$ cat src/rtl/pe_link_endpoint.sv
`default_nettype none
// ============================================================================
// Module      : pe_link_endpoint
// Description : PE-to-router link endpoint: FWFT receive FIFO, 2-entry transmit
//               skid buffer and transmitted-word counter.
// Revision    : 1.0
// ============================================================================
module pe_link_endpoint #(
    parameter int RX_DEPTH = 4,
    parameter int CNT_W    = 16
) (
    input  logic                        clk,
    input  logic                        rst,
    input  logic [63:0]                 link_in_data,
    input  logic                        link_in_valid,
    output logic                        link_in_accept,
    output logic [63:0]                 link_out_data,
    output logic                        link_out_valid,
    input  logic                        link_out_accept,
    output logic [63:0]                 pe_rd_data,
    output logic                        pe_rd_valid,
    input  logic                        pe_rd_en,
    input  logic [63:0]                 pe_wr_data,
    input  logic                        pe_wr_valid,
    output logic                        pe_wr_ready,
    output logic [$clog2(RX_DEPTH):0]   rx_level,
    output logic [CNT_W-1:0]            tx_words
);

    localparam int AW = $clog2(RX_DEPTH);
    localparam int LW = AW + 1;

    typedef enum logic [1:0] {
        TX_EMPTY = 2'd0,
        TX_ONE   = 2'd1,
        TX_TWO   = 2'd2
    } tx_state_t;

    // ---------------- receive FIFO ----------------
    logic [63:0]   rx_mem [RX_DEPTH];
    logic [AW-1:0] r_wr_ptr;
    logic [AW-1:0] r_rd_ptr;
    logic [LW-1:0] r_level;
    logic          r_alive;
    logic          w_push;
    logic          w_pop;

    // r_alive holds accept low through reset and the edge that releases it
    assign link_in_accept = r_alive && (r_level < LW'(RX_DEPTH));
    assign pe_rd_valid    = (r_level != '0);
    assign pe_rd_data     = rx_mem[r_rd_ptr];
    assign rx_level       = r_level;
    assign w_push         = link_in_valid & link_in_accept;
    assign w_pop          = pe_rd_en & pe_rd_valid;

    always_ff @(posedge clk) begin
        if (w_push) begin
            rx_mem[r_wr_ptr] <= link_in_data;
        end
    end

    always_ff @(posedge clk or posedge rst) begin
        if (rst) begin
            r_alive  <= 1'b0;
            r_wr_ptr <= '0;
            r_rd_ptr <= '0;
            r_level  <= '0;
        end else begin
            r_alive <= 1'b1;
            if (w_push) begin
                r_wr_ptr <= r_wr_ptr + AW'(1);
            end
            if (w_pop) begin
                r_rd_ptr <= r_rd_ptr + AW'(1);
            end
            case ({w_push, w_pop})
                2'b10:   r_level <= r_level + LW'(1);
                2'b01:   r_level <= r_level - LW'(1);
                default: r_level <= r_level;
            endcase
        end
    end

    // ---------------- transmit skid buffer ----------------
    tx_state_t     r_state;
    tx_state_t     w_state_nxt;
    logic [63:0]   r_buf0;
    logic [63:0]   r_buf1;
    logic [63:0]   w_buf0_nxt;
    logic [63:0]   w_buf1_nxt;
    logic          r_out_valid;
    logic          r_wr_ready;
    logic [CNT_W-1:0] r_tx_words;
    logic          w_wr;
    logic          w_xfer;

    assign w_wr           = pe_wr_valid & r_wr_ready;
    assign w_xfer         = r_out_valid & link_out_accept;
    assign pe_wr_ready    = r_wr_ready;
    assign link_out_valid = r_out_valid;
    assign link_out_data  = r_buf0;
    assign tx_words       = r_tx_words;

    always_comb begin
        w_state_nxt = r_state;
        w_buf0_nxt  = r_buf0;
        w_buf1_nxt  = r_buf1;
        case (r_state)
            TX_EMPTY: begin
                if (w_wr) begin
                    w_buf0_nxt  = pe_wr_data;
                    w_state_nxt = TX_ONE;
                end
            end
            TX_ONE: begin
                if (w_wr && w_xfer) begin
                    w_buf0_nxt = pe_wr_data;
                end else if (w_wr) begin
                    w_buf1_nxt  = pe_wr_data;
                    w_state_nxt = TX_TWO;
                end else if (w_xfer) begin
                    w_state_nxt = TX_EMPTY;
                end
            end
            TX_TWO: begin
                if (w_xfer) begin
                    w_buf0_nxt  = r_buf1;
                    w_state_nxt = TX_ONE;
                end
            end
            default: w_state_nxt = TX_EMPTY;
        endcase
    end

    always_ff @(posedge clk or posedge rst) begin
        if (rst) begin
            r_state     <= TX_EMPTY;
            r_buf0      <= '0;
            r_buf1      <= '0;
            r_out_valid <= 1'b0;
            r_wr_ready  <= 1'b0;
            r_tx_words  <= '0;
        end else begin
            r_state     <= w_state_nxt;
            r_buf0      <= w_buf0_nxt;
            r_buf1      <= w_buf1_nxt;
            r_out_valid <= (w_state_nxt != TX_EMPTY);
            r_wr_ready  <= (w_state_nxt != TX_TWO);
            if (w_xfer) begin
                r_tx_words <= r_tx_words + CNT_W'(1);
            end
        end
    end

endmodule
`default_nettype wire
$ cat config.mk
export PLATFORM = sky130hd
export DESIGN_NAME = pe_link_endpoint
export DESIGN_NICKNAME = d
export VERILOG_FILES = /design/src/rtl/pe_link_endpoint.sv
export SDC_FILE = /design/constraint.sdc
export NUM_CORES = 1
export LEC_CHECK = 0
export ABC_AREA = 1
export CAP_MARGIN = 40
export CORE_ASPECT_RATIO = 0.5
export CORE_UTILIZATION = 49
export CTS_BUF_LIST = sky130_fd_sc_hd__clkbuf_4
export DETAILED_ROUTE_END_ITERATION = 8
export PLACE_DENSITY_LB_ADDON = 0.25
export SKIP_LAST_GASP = 1
export SLEW_MARGIN = 20
export SYNTH_ARGS = -nofsm -noshare
export SYNTH_HDL_FRONTEND = slang
export SYNTH_SLANG_ARGS = --single-unit
$ cat constraint.sdc
create_clock -name clk -period 5.2 [get_ports clk]
set_input_delay 1.04 -clock clk [delete_from_list [all_inputs] [get_ports clk]]
set_output_delay 1.04 -clock clk [all_outputs]
set_load 0.01 [all_outputs]
==> impl_results.md <==
- RSZ-0062 raised after global routing: no
- Cells after Synth: 1,469
- MaxCap Viol Count: 0
- CTS H-tree depth: 3
- Max-slew violations: 0
- Async S/R FF share, synth: 0.379
- Initial drt markers: 929
- # Post-CTS Setup Buffers: 0
- Final antenna-violating net count: 0
- Worst-path maximum fanout: 111
- GR Util All Layers: 0.230
- Setup Skew: 0.0422 ns
- FF+latch area: 0.0116 sq mm
- CP endpoint kind: output pin
- Post-synth top flop: edfxtp_1
- Dpl cells: 2,117
- Distinct cells, synth: 29
- Failing checks: design-rule violations
- Setup Viol. Count Final: 0
- Clock period minus worst slack: 4.40 ns
- Residual DRC count: 11
- Placed inst area: 0.0197 sq mm
- Die Ht: 132 microns
- Worst Setup SP: r_rd_ptr[0]$_DFFE_PP0P_
- Final Wtd Congestion: 0.842
- Row cnt: 46
- Final Hold Violating Endpoints: 0
- Drt pass-1 iters: 9
- FILL cells: 2,451
- Layout cells sized above 1: 0.101
- Commonest cells after routing, fill and taps aside: o21ai_0 (295), nand2_1 (286), clkdlybuf4s50_1 (284)
- Max_slew headroom: 0.394
- Hold slack: 0.487 ns
- WS Path Type: register to output pin
- GRT overflow: 0
- Worst path arrival time: 3.36 ns
- Global-route wire length before repair: 62,100 microns
- Setup crit start kind: register
- Actual slew at the worst max-slew pin: 0.909 ns
- Total power draw: 11,300 uW
- Peak Freq: 227 MHz
- EDFF count, synth: 256
- Die width: 261 microns
- Post-Syn Area: 0.0164 sq mm
- CTS tree: built
- Fin Setup TNS: 0 ns
- Average size of a mapped cell: 11.2 sq um
- Period utilization: 0.846
- Max VDD drop: 0.278 mV
- Leakage: 0.00822 uW
- Reg2Reg Depth: 5
- Initial antenna violation count: 3
- Die Footprint: 0.0343 sq mm
- Root buffer cell: clkbuf_4
- Area taken by multi-input logic gates: 0.00409 sq mm
- Worst Setup EP: pe_rd_data[1]
- CORE AREA: 0.0323 sq mm
- Clock buffer count from CTS: 92
- CTS Hold Bufs: 0
- Total number of vias: 12,000
- Clock transition at the registers of the reported paths: 0.08 ns
- I/O pin cnt: 285
- Worst min path class: register to register
- Post-synthesis register bit count: 412
- Status: finished with violations
- Wirelength, routed: 39,400 microns
- Ys Warns: 0
- Vias per inst: 5.28
- Fin cells: 2,276
- Reg2Reg Launch Point: rx_level[2]$_DFFE_PP0P_
- Reg2Reg Setup Slack: 2.89 ns
- Pin count of the biggest net entering global routing: 157
- Reg2reg end: rx_mem[3][20]$_DFFE_PP_
- Commonest non-fill, non-tap cell in the layout: o21ai_0
- PortBufs: 284
- CTS Sinks: 412
- Final instance area: 0.0208 sq mm
- Max Buffers Root-to-Sink: 3
- P per Cell Area: 545 mW/mm^2
- Starting Density: 0.508
- Dpl hpwl: 23,800 microns
- Worst skew pair latency: 0.78 ns
- Critical Path RT: 4.16 ns
- Sequential area share after synthesis: 0.705
- Wire length per cell: 17.3 microns
- Vias in the first global route: 12,100
- Area Growth Syn to Fin: 26.8%
- Synthesized Nets: 1,610
- Post-cts resize count: 0
- Nets: 1,920
==> critical path, stage by stage (launching register included) <==
cell             delay (ns)
dfrtp_4                0.84
clkinv_2               0.42
buf_12                 0.33
o21ai_0                0.25
o22ai_1                0.10
clkdlybuf4s50_1        0.54
==> cells by family after synthesis <==
family,synth area share
buffers and inverters,0.0482
other,0.000228
AO/OA/AOI/OAI,0.124
flip-flops,0.705
adder cells (fa/ha/maj),0.00579
XOR/XNOR,0.00853
AND/OR/NAND/NOR,0.108
==> worst min path at each step <==
stage                                        startpoint                       endpoint  slack (ns)  cells past startpoint
after floorplan                  r_buf1[49]$_DFFE_PP0P_         r_buf1[49]$_DFFE_PP0P_        0.46                      2
after global placement    link_out_data[25]$_DFFE_PP0P_  link_out_data[25]$_DFFE_PP0P_        0.46                      2
after detailed placement  link_out_data[25]$_DFFE_PP0P_  link_out_data[25]$_DFFE_PP0P_        0.47                      2
after CTS                 link_out_data[31]$_DFFE_PP0P_  link_out_data[31]$_DFFE_PP0P_        0.49                      2
after global routing             r_buf1[56]$_DFFE_PP0P_         r_buf1[56]$_DFFE_PP0P_        0.52                      2
final                     link_out_data[25]$_DFFE_PP0P_  link_out_data[25]$_DFFE_PP0P_        0.49                      2
==> layer usage <==
metal  global-route usage  up-vias  share of wire
met5                    0        -        0.00033
met4               0.0895        2          0.023
met3               0.0583       71          0.057
met2                0.391      352           0.50
met1                0.282     5892           0.42
li1                     -     5697              -
==> flip-flops by register name (all words and copies together), names as in the netlist <==
name            cells
r_rd_ptr            2
link_out_data      64
r_wr_ptr            2
r_alive             1
r_state             2
rx_mem            256
rx_level            3
tx_words           16
pe_wr_ready         1
r_buf1             64
link_out_valid      1
==> report_power, final <==
group | switching [uW] | internal (uW) | total [uW]
clock network | 1240 | 1240 | 2480
logic | 2410 | 1920 | 4320
registers | 364 | 4180 | 4540
total | 4010 | 7330 | 11300
==> final cells by class <==
class,instances,share of cell area
flip-flops and latches,412,0.556
multi-input cells,872,0.196
repair buffers,304,0.149
clock buffers,142,0.0511
well taps,432,0.0259
inverters,97,0.0177
clock inverters,15,0.00366
diodes,2,0.000240
==> Yosys cell counts, types with 2 or more instances <==
master / n / share of area
inv_2: 3 / 0.00069
dfrtp_1: 156 / 0.24
xnor2_1: 7 / 0.0037
clkbuf_2: 2 / 0.00061
buf_2: 22 / 0.0067
nor2_1: 150 / 0.034
nand3_1: 10 / 0.0030
o22ai_1: 64 / 0.024
xor2_1: 9 / 0.0048
buf_4: 4 / 0.0018
ha_1: 6 / 0.0046
o21ai_0: 295 / 0.090
a21oi_1: 3 / 0.00091
clkbuf_1: 52 / 0.012
nand2_1: 288 / 0.066
edfxtp_1: 256 / 0.47
inv_1: 93 / 0.021
buf_6: 7 / 0.0048
nand4_1: 3 / 0.0011
o21ai_1: 30 / 0.0091
==> metrics by stage <==
stage                     setup WS, ns   util
after floorplan                  0.808      -
after global placement            1.68  0.605
after detailed placement          1.62  0.609
after CTS                        0.736  0.644
after global routing             0.494  0.644
final                            0.802  0.644
Note: power is estimated with default switching activity, not from simulation.
